[src/rtl/piezo_pkg.sv]
// piezo_pkg: shared types and default timing constants for the piezo alert
// sequencer.
//   pz_mode_t  - cadence select (continuous, beep, double-beep, siren)
//   pz_state_t - sequencer FSM states
//   PZ_*_50M   - default phase durations in clk cycles at 50 MHz
package piezo_pkg;

  typedef enum logic [1:0] {
    PZ_CONT,
    PZ_BEEP,
    PZ_DBL,
    PZ_SIREN
  } pz_mode_t;

  typedef enum logic [2:0] {
    PZ_IDLE,
    PZ_TONE1,
    PZ_GAP,
    PZ_TONE2,
    PZ_REST
  } pz_state_t;

  // 250 ms tone, 250 ms rest, 50 ms inter-tone gap at 50 MHz.
  localparam int PZ_BEEP_ON_50M  = 12_500_000;
  localparam int PZ_BEEP_OFF_50M = 12_500_000;
  localparam int PZ_GAP_CYC_50M  = 2_500_000;

endpackage : piezo_pkg

[src/rtl/piezo_seq_tone_div.sv]
// tone_div: square-wave tone generator.
//   clk, rst_n - clock, asynchronous active-low reset
//   clr        - synchronous clear of counter and tone (highest priority)
//   run        - count enable
//   half_per   - half-period H in clk cycles; 0 holds the tone low
//   tone       - output flop; toggles every H counted cycles (period 2H)
module tone_div #(
  parameter int DIV_W = 16
) (
  input  logic             clk,
  input  logic             rst_n,
  input  logic             clr,
  input  logic             run,
  input  logic [DIV_W-1:0] half_per,
  output logic             tone
);

  logic [DIV_W-1:0] cnt_q, cnt_d;
  logic             tone_q, tone_d;
  logic             term;

  assign term = (cnt_q == (half_per - DIV_W'(1)));

  always_comb begin
    cnt_d  = cnt_q;
    tone_d = tone_q;
    if (clr || (half_per == '0)) begin
      cnt_d  = '0;
      tone_d = 1'b0;
    end else if (run) begin
      if (term) begin
        cnt_d  = '0;
        tone_d = ~tone_q;
      end else begin
        cnt_d  = cnt_q + DIV_W'(1);
      end
    end
  end

  always_ff @(posedge clk or negedge rst_n) begin
    if (!rst_n) begin
      cnt_q  <= '0;
      tone_q <= 1'b0;
    end else begin
      cnt_q  <= cnt_d;
      tone_q <= tone_d;
    end
  end

  assign tone = tone_q;

endmodule : tone_div

[src/rtl/piezo_seq.sv]
// piezo_seq: piezo alert sequencer with selectable tone and cadence.
//   clk, rst_n  - clock, asynchronous active-low reset
//   en          - level request; low forces IDLE immediately (next edge)
//   mode        - cadence: 0 CONT, 1 BEEP, 2 DBL, 3 SIREN
//   half_per_a  - primary tone half-period (clk cycles), 0 = silent
//   half_per_b  - second tone half-period, SIREN only
//   buzz/buzz_n - piezo drive and its complement
//   active      - high while out of IDLE
//   cycle_done  - one-cycle pulse on each cadence-boundary entry into TONE1
// mode and half-periods are shadowed on entry into TONE1 (from IDLE or at a
// cadence boundary); all sequencing uses the shadow copies.
module piezo_seq
  import piezo_pkg::*;
#(
  parameter int DIV_W    = 16,
  parameter int CAD_W    = 24,
  parameter int BEEP_ON  = PZ_BEEP_ON_50M,
  parameter int BEEP_OFF = PZ_BEEP_OFF_50M,
  parameter int GAP_CYC  = PZ_GAP_CYC_50M
) (
  input  logic             clk,
  input  logic             rst_n,
  input  logic             en,
  input  logic [1:0]       mode,
  input  logic [DIV_W-1:0] half_per_a,
  input  logic [DIV_W-1:0] half_per_b,
  output logic             buzz,
  output logic             buzz_n,
  output logic             active,
  output logic             cycle_done
);

  localparam logic [CAD_W-1:0] ON_LAST  = CAD_W'(BEEP_ON - 1);
  localparam logic [CAD_W-1:0] OFF_LAST = CAD_W'(BEEP_OFF - 1);
  localparam logic [CAD_W-1:0] GAP_LAST = CAD_W'(GAP_CYC - 1);

  pz_state_t        state_q, state_d, seq_next;
  logic [CAD_W-1:0] cad_q, cad_d, last_cnt;
  pz_mode_t         mode_q, mode_d;
  logic [DIV_W-1:0] ha_q, ha_d, hb_q, hb_d;
  logic             active_q, active_d;
  logic             cd_q, cd_d;
  logic             at_end, capture;
  logic             tone_clr, tone_run;
  logic [DIV_W-1:0] tone_hp;
  logic             tone;

  // Terminal cadence count of the current phase.
  always_comb begin
    last_cnt = ON_LAST;
    case (state_q)
      PZ_GAP:  last_cnt = GAP_LAST;
      PZ_REST: last_cnt = OFF_LAST;
      default: last_cnt = ON_LAST;
    endcase
  end

  assign at_end = (state_q != PZ_IDLE) && (cad_q == last_cnt);

  // Successor at a cadence boundary, chosen from the shadow mode.
  always_comb begin
    seq_next = PZ_IDLE;
    case (state_q)
      PZ_TONE1: begin
        case (mode_q)
          PZ_CONT:  seq_next = PZ_TONE1;
          PZ_BEEP:  seq_next = PZ_REST;
          PZ_DBL:   seq_next = PZ_GAP;
          PZ_SIREN: seq_next = PZ_TONE2;
          default:  seq_next = PZ_TONE1;
        endcase
      end
      PZ_GAP:   seq_next = PZ_TONE2;
      PZ_TONE2: seq_next = (mode_q == PZ_SIREN) ? PZ_TONE1 : PZ_REST;
      PZ_REST:  seq_next = PZ_TONE1;
      default:  seq_next = PZ_IDLE;
    endcase
  end

  // Next state. Every entry (including CONT's TONE1 re-entry) clears both
  // counters and the tone flop; en low outranks everything.
  always_comb begin
    state_d  = state_q;
    cad_d    = cad_q;
    capture  = 1'b0;
    cd_d     = 1'b0;
    tone_clr = 1'b0;
    if (!en) begin
      state_d  = PZ_IDLE;
      cad_d    = '0;
      tone_clr = 1'b1;
    end else if (state_q == PZ_IDLE) begin
      state_d  = PZ_TONE1;
      cad_d    = '0;
      capture  = 1'b1;
      tone_clr = 1'b1;
    end else if (at_end) begin
      state_d  = seq_next;
      cad_d    = '0;
      tone_clr = 1'b1;
      if (seq_next == PZ_TONE1) begin
        capture = 1'b1;
        cd_d    = 1'b1;
      end
    end else begin
      cad_d = cad_q + CAD_W'(1);
    end
  end

  always_comb begin
    mode_d   = capture ? pz_mode_t'(mode) : mode_q;
    ha_d     = capture ? half_per_a : ha_q;
    hb_d     = capture ? half_per_b : hb_q;
    active_d = (state_d != PZ_IDLE);
  end

  assign tone_run = (state_q == PZ_TONE1) || (state_q == PZ_TONE2);
  assign tone_hp  = ((state_q == PZ_TONE2) && (mode_q == PZ_SIREN)) ? hb_q : ha_q;

  always_ff @(posedge clk or negedge rst_n) begin
    if (!rst_n) begin
      state_q  <= PZ_IDLE;
      cad_q    <= '0;
      mode_q   <= PZ_CONT;
      ha_q     <= '0;
      hb_q     <= '0;
      active_q <= 1'b0;
      cd_q     <= 1'b0;
    end else begin
      state_q  <= state_d;
      cad_q    <= cad_d;
      mode_q   <= mode_d;
      ha_q     <= ha_d;
      hb_q     <= hb_d;
      active_q <= active_d;
      cd_q     <= cd_d;
    end
  end

  tone_div #(
    .DIV_W (DIV_W)
  ) u_tone_div (
    .clk      (clk),
    .rst_n    (rst_n),
    .clr      (tone_clr),
    .run      (tone_run),
    .half_per (tone_hp),
    .tone     (tone)
  );

  assign buzz       = tone;
  assign buzz_n     = ~tone;
  assign active     = active_q;
  assign cycle_done = cd_q;

endmodule : piezo_seq

[config.mk]
export PLATFORM = sky130hd
export DESIGN_NAME = piezo_seq
export DESIGN_NICKNAME = d
export VERILOG_FILES = /design/src/rtl/piezo_pkg.sv /design/src/rtl/piezo_seq_tone_div.sv /design/src/rtl/piezo_seq.sv
export SDC_FILE = /design/constraint.sdc
export NUM_CORES = 1
export LEC_CHECK = 0
export BUFFER_PORTS_ARGS = -buffer_cell sky130_fd_sc_hd__buf_2
export CORE_ASPECT_RATIO = 0.5
export CORE_MARGIN = 3
export CORE_UTILIZATION = 40
export DETAILED_ROUTE_END_ITERATION = 16
export HOLD_SLACK_MARGIN = 0.05
export PLACE_DENSITY_LB_ADDON = 0.12
export SYNTH_ARGS = -nofsm -noshare
export SYNTH_HDL_FRONTEND = slang
export SYNTH_SLANG_ARGS = --single-unit
[constraint.sdc]
create_clock -name clk -period 4.7 [get_ports clk]
set_clock_uncertainty 0.1 [all_clocks]
set_input_delay 1.175 -clock clk [delete_from_list [all_inputs] [get_ports clk]]
set_output_delay 1.175 -clock clk [all_outputs]
set_load 0.005 [all_outputs]
* Word level (Yosys, flattened, before mapping) *
Index checks and enable logic that the tools add are counted.

word-level totals
  register bits after elaboration = 80
  bits of input ports = 37
  logic and storage cells = 61
  output and inout bits = 4

operators by class
  add/sub/neg operators = 3
  muxes and demuxes = 26
  reductions and logical operators = 12
  bitwise logic cells = 1
  equality and inequality tests = 10

operators by type and width
  kind                                                  number
  2-to-1 mux 24 bit                                     4
  2-to-1 mux 16 bit                                     4
  adder 24 x 1 -> 24 bit (second input constant)        1
  equality test 24 bit                                  1
  case mux 3 bit (4 select lines)                       2
  adder 16 x 1 -> 16 bit (second input constant)        1
  equality test 16 bit                                  1
  logical NOT 16 bit                                    1
  subtractor 16 x 1 -> 16 bit (second input constant)   1
  2-to-1 mux 1 bit                                      12
  2-to-1 mux 3 bit                                      4
  equality test 3 x 1 -> 1 bit (second input constant)  2
  equality test 3 x 2 -> 1 bit (second input constant)  2
  nonzero test 3 bit                                    2
  equality test 2 bit (second input constant)           2
  nonzero test 2 bit                                    2
  equality test 3 bit (second input constant)           1
  logical NOT 3 bit                                     1
  equality test 2 x 1 -> 1 bit (second input constant)  1
  logical AND 1 bit                                     2
  logical NOT 2 bit                                     1
  logical OR 1 bit                                      2
  AND reduction 2 bit                                   1
  NOT 1 bit                                             1

* Longest topological paths before layout *
  depth in word-level cells = 10
  gate-level depth with buffers = 15

* Cells and area by module *
Synthesis repeated with hierarchy kept, for this count alone.

unflattened totals
  cells, all modules = 430
  area, all modules = 4660.7 um^2

modules (own cells, without submodules)
  module     times used  area each (um^2)  cells an instance
  piezo_seq  1           3238.1            269
  tone_div   1           1422.6            161

* Least setup slack after synthesis *
Ideal clock, no wire load.

  path type = register to register
  start = reg mode_q[0]
  end = reg u_tone_div.cnt_q[10]
  stages on the path, launching flop included = 15
  clock period less this slack = 3552 ps
  path slack = 1148 ps
  setup time = 119 ps
  data arrival time = 3333 ps
  path through = dfrtp_1 -> ha_1 -> nand4b_4 -> buf_4 -> buf_4 -> mux2i_1 -> ha_1 -> nand4_1 -> a21boi_0 -> or4bb_1 -> a221oi_1 -> nand4_1 -> o21ai_1 -> buf_4 -> nor2_1

between the ends
  word-level cells in the longest chain between the ends = 8

ends and longest elaborated chain
  element                      line                      source
  start: declaration           piezo_seq.sv:39           pz_mode_t mode_q, mode_d;
  start signal: assignment     piezo_seq.sv:132          mode_q <= mode_d;
  equality test 2 bit (*)      piezo_seq.sv:118          assign tone_hp = ((state_q == PZ_TONE2) && (mode_q == PZ_SIREN)) ? hb_q : ha_q;
  logical AND 1 bit (*)        piezo_seq.sv:118
  2-to-1 mux 16 bit (*)        piezo_seq.sv:118
  subtractor 16 x 1 -> 16 bit  piezo_seq_tone_div.sv:22  assign term = (cnt_q == (half_per - DIV_W'(1)));
  equality test 16 bit         piezo_seq_tone_div.sv:22
  2-to-1 mux 16 bit            piezo_seq_tone_div.sv:31  if (term) begin
  2-to-1 mux 16 bit            piezo_seq_tone_div.sv:30  end else if (run) begin
  2-to-1 mux 16 bit            piezo_seq_tone_div.sv:27  if (clr || (half_per == '0)) begin
  end signal: assignment       piezo_seq_tone_div.sv:45  cnt_q <= cnt_d;
  end: declaration             piezo_seq_tone_div.sv:18  logic [DIV_W-1:0] cnt_q, cnt_d;

Every way passes the cells marked *; elsewhere a longest branch is shown, timed or not. The select of a mux whose other input is x is not followed.
A chain may end at the register's enable or synchronous reset.

* Final worst setup path *
  start = reg mode_q[0]
  end = reg u_tone_div.cnt_q[15]

Same word-level chain as after synthesis.

==> results <==
- The flow ran to the end, and the final reports show no timing, DRC or antenna violations.
- The most frequently used flop master after synthesis is sky130_fd_sc_hd__dfrtp_1.
- For this configuration, the core starts out at a cell density of 42.3%.
- The type of destination of the critical path is a flip-flop.
- The synthesized design devotes to its leading area cell type 41.8% of total area.
- For this run, the number of Yosys warnings is 0.
- The number of rows created at floorplan is 27.
- The flop and latch count out of synthesis is 80.
- After filler insertion, the fill cell instance count of the layout stands at 1,091.
- By startpoint and endpoint, the worst setup path is classified as reg -> reg.
- The commonest cells after synthesis are sky130_fd_sc_hd__dfrtp_1, sky130_fd_sc_hd__nor2_1, sky130_fd_sc_hd__nand2_1.
- For this design, the sink count on the clock tree is 80.
- The post-detailed-route DRC marker count is 0.
- The part of the Yosys area used for sequential elements is 41.8%.
- Wires add up to 10.5 mm.
- The number of vias per cell is 5.27.
- At the end of the flow, the number of nets in the layout was 560.
- The headroom to the max-slew limit is 27.4%.
- After the flow finishes, the layout carries non-filler instances totaling 681.
- The number of gates resized after cts is 0.
- The worst-case IR drop observed on VDD is 174 uV.
- The final weighted congestion in routability-driven placement is 0.847.
- The global-route wire length before repair is 18.2 mm.
- The number of global-route vias before repair came to 3,598.
- TritonCTS built the clock tree.
- In the global route stage, overall resource usage came out at 16.7%.
- In the finished design, the share of the clock period the worst path needs comes to 85.0%.
- At the pin with the least slew margin, the transition time is 1090 ps.
- sky130_fd_sc_hd__dfrtp_1 takes more of the synthesized area than any other cell.
- The area of the multi-input gates is 2630 sq um.
- The repair_antennas step left the layout with diodes totalling 0.
- On the worst path, the slowest cell contributes a delay of 460 ps.
- The horizontal die dimension is 161 um.
- The met2 layer wire length in the routed design is 4.51 mm.
- The number of hold violations in the final report is 0.
- The post-synthesis instance total is 485.
- The number of unique standard cell types used by synthesis is 65.
- The deepest level of the CTS H-tree is 3.
- The area of the die is 13,400 sq um.
- The pin count of the biggest net entering global routing is 81.
- The detailed route wirelength on metal3 is 424 um.
- The setup fix buffers added after clock tree synthesis is 0.
- The detailed-routing iteration count for the pre-antenna-repair pass is 4.
- In the final timing run, aggregate negative setup slack is 0 ps.
- The post-route worst hold slack is 375 ps.
- After clock tree synthesis, the clock-pin slew on the worst setup and hold paths is 60 ps.
- The static leakage is 2.21 nW.
- The root buffer cell is sky130_fd_sc_hd__clkbuf_16.
- The critical path goes through ha_1 > nand4b_4 > mux2i_1 > ha_1 > nand4_1 > a21boi_0 > or4bb_1 > a221oi_1 > nand4_1 > o21ai_1 > buf_4 > nor2_1.
- Max-cap violations in this run came to 0.
- For this block, the initial DRC count from the detailed router was 207.
- Signal routing reaches up to met4.
- The number of buffers added to fix hold violations after cts is 0.
- Counting both buffers and inverters, the worst setup path holds a total of 1.
- The clock insertion delay at the later pin of the skew report is 340 ps.
- Compared with the post-synthesis result, the final layout area differs by 13.4%.
- The number of pins with negative max-slew slack in the final report is 0.
- The data arrival time of the critical path is 4120 ps.
- The routed layout has 3,589 vias.
- The number of antenna violations at the first check in global routing is 0.
- For this run, asynchronously set or reset flops after synthesis account for 100%.
- Setup violations remaining at the end of the flow were counted as 0.
- By area the synthesized netlist is led by sky130_fd_sc_hd__dfrtp_1, sky130_fd_sc_hd__mux2_2, sky130_fd_sc_hd__xnor2_1.
- The slowest stage of the critical path is the sky130_fd_sc_hd__o21ai_1 cell.
- The HPWL after detailed placement is 7.44 mm.
- The most frequent cell after synthesis is sky130_fd_sc_hd__dfrtp_1.
- Including well taps, the total number of placed cells is 665.
- The maximum clock path buffer count is 2.
- The floorplan step defined a core boundary enclosing 11,300 sq um.
- The I/O pin total is 41.
- The area of the mapped netlist is 4790 sq um.
- The total power per unit cell area is 338 nW/um^2.
- The post-synthesis average cell area is 9.88 sq um.
- When the netlist entered floorplanning its net count stood at 528.
- The maximum achievable frequency is 250 MHz.
- STA classifies the critical path startpoint as a flip-flop.
- After detailed routing, the wire length on met1 is 5.42 mm.
- The sum of overflow across all layers after global routing is 0.
- Of the cells placed in the final design, the portion with a size suffix greater than 1 is 20.1%.
- Measured along the y axis, the die boundary spans 83.4 um.
- In the final routed layout, each cell accounts on average for 15.4 um.
- The total CTS buffers is 9.
- The number of flops mapped to enable cells by yosys is 0.
- For the worst setup path, the data required time is 4820 ps.
- The class of the worst hold path is reg -> reg.
- Registers take 2000 sq um.
- The count of input and output buffers is 40.
- For the finished layout, the period the worst path requires is 4000 ps.
- Of all nets on the critical path, the largest fanout is 7.
- Grouping stages by cell kind, the critical path spends the most delay in simple AND/OR/NAND/NOR gates.
- Setup repair after global routing left no endpoint under its margin.
- The number of nets with antenna violations after detailed routing is 0.
-- worst paths after layout --
path / from / end / slack (ps) / cells past startpoint
min: cad_q[0] / cad_q[0] / 380 / 1
max: mode_q[0] / u_tone_div.cnt_q[15] / 700 / 12
min in group asynchronous: rst_n / hb_q[2] / 900 / 1
max reg2reg: mode_q[0] / u_tone_div.cnt_q[15] / 700 / 12
max in group asynchronous: rst_n / hb_q[11] / 2930 / 1
min reg2reg: cad_q[0] / cad_q[0] / 380 / 1
-- routing by layer --
| layer | vias to the layer above | track usage [%] |
|---|---|---|
| met5 | - | 0 |
| met3 | 10 | 4.29 |
| met4 | 0 | 4.06 |
| li1 | 1797 | - |
| met2 | 56 | 25.3 |
| met1 | 1726 | 23.9 |
-- metrics by stage --
step           setup slack (ps)  power, W  util [%]  cell area, sq um
6_report                    704   0.00184      48.0              5430
5_1_grt                     289   0.00193      48.0              5430
4_1_cts                     695   0.00186      48.0              5430
3_5_place_dp                723   0.00108      45.1              5100
3_3_place_gp                878   0.00108      45.1              5100
2_1_floorplan              1150  0.000995         -              4790
-- where the power goes --
group,switching [W],internal (W)
combinational,0.000128,0.000128
clock,0.000290,0.000482
sequential,0.0000690,0.000741
-- flip-flops by register name, indices dropped and copies added, names as in the netlist, 2 cells and up --
register and flops:
state_q 3, ha_q 16, u_tone_div.cnt_q 16, hb_q 16
cad_q 24, mode_q 2
-- kinds of logic (layout without fill, tap and decap cells) --
logic type               after synthesis  count (layout)  share of synthesized area [%]
flip-flops                            80              80                           41.8
multiplexers                          51              51                           11.5
adder cells (fa/ha/maj)                6               6                           1.57
XOR/XNOR                              52              52                           9.51
AND/OR/NAND/NOR                      204             204                           23.5
AO/OA/AOI/OAI                         57              57                           8.59
buffers and inverters                 35              72                           3.55
-- cell usage in the layout (no fill, tap or decap), types with 3 or more instances in the layout --
cell                         count
sky130_fd_sc_hd__nand3_1        13
sky130_fd_sc_hd__mux2_2         33
sky130_fd_sc_hd__dfrtp_1        80
sky130_fd_sc_hd__nand4_1        16
sky130_fd_sc_hd__a32oi_1         3
sky130_fd_sc_hd__nor3_1         18
sky130_fd_sc_hd__inv_1          14
sky130_fd_sc_hd__and2_1          4
sky130_fd_sc_hd__buf_2          39
sky130_fd_sc_hd__mux2i_1        18
sky130_fd_sc_hd__clkbuf_16       9
sky130_fd_sc_hd__xnor2_1        27
sky130_fd_sc_hd__a21oi_1        12
sky130_fd_sc_hd__nor2_1         56
sky130_fd_sc_hd__nand2b_1       12
sky130_fd_sc_hd__nand2_1        34
sky130_fd_sc_hd__nor3b_1         3
sky130_fd_sc_hd__xor2_1         25
sky130_fd_sc_hd__a211oi_1        4
sky130_fd_sc_hd__or3_1           6
sky130_fd_sc_hd__buf_4           3
sky130_fd_sc_hd__ha_1            6
sky130_fd_sc_hd__or4_1           3
sky130_fd_sc_hd__nor4_1          5
sky130_fd_sc_hd__o21ai_0        14
sky130_fd_sc_hd__and3_1          8
sky130_fd_sc_hd__clkinvlp_4      3
-- cell type report --
type / instances / share of cell area, %
Multi-Input combinational cell: 370 / 48.4
Clock buffer: 10 / 4.40
Inverter: 14 / 0.968
Clock inverter: 6 / 1.68
Tap cell: 159 / 3.66
Timing Repair Buffer: 42 / 4.01
Sequential cell: 80 / 36.9
Note: power is estimated with default switching activity, not from simulation.
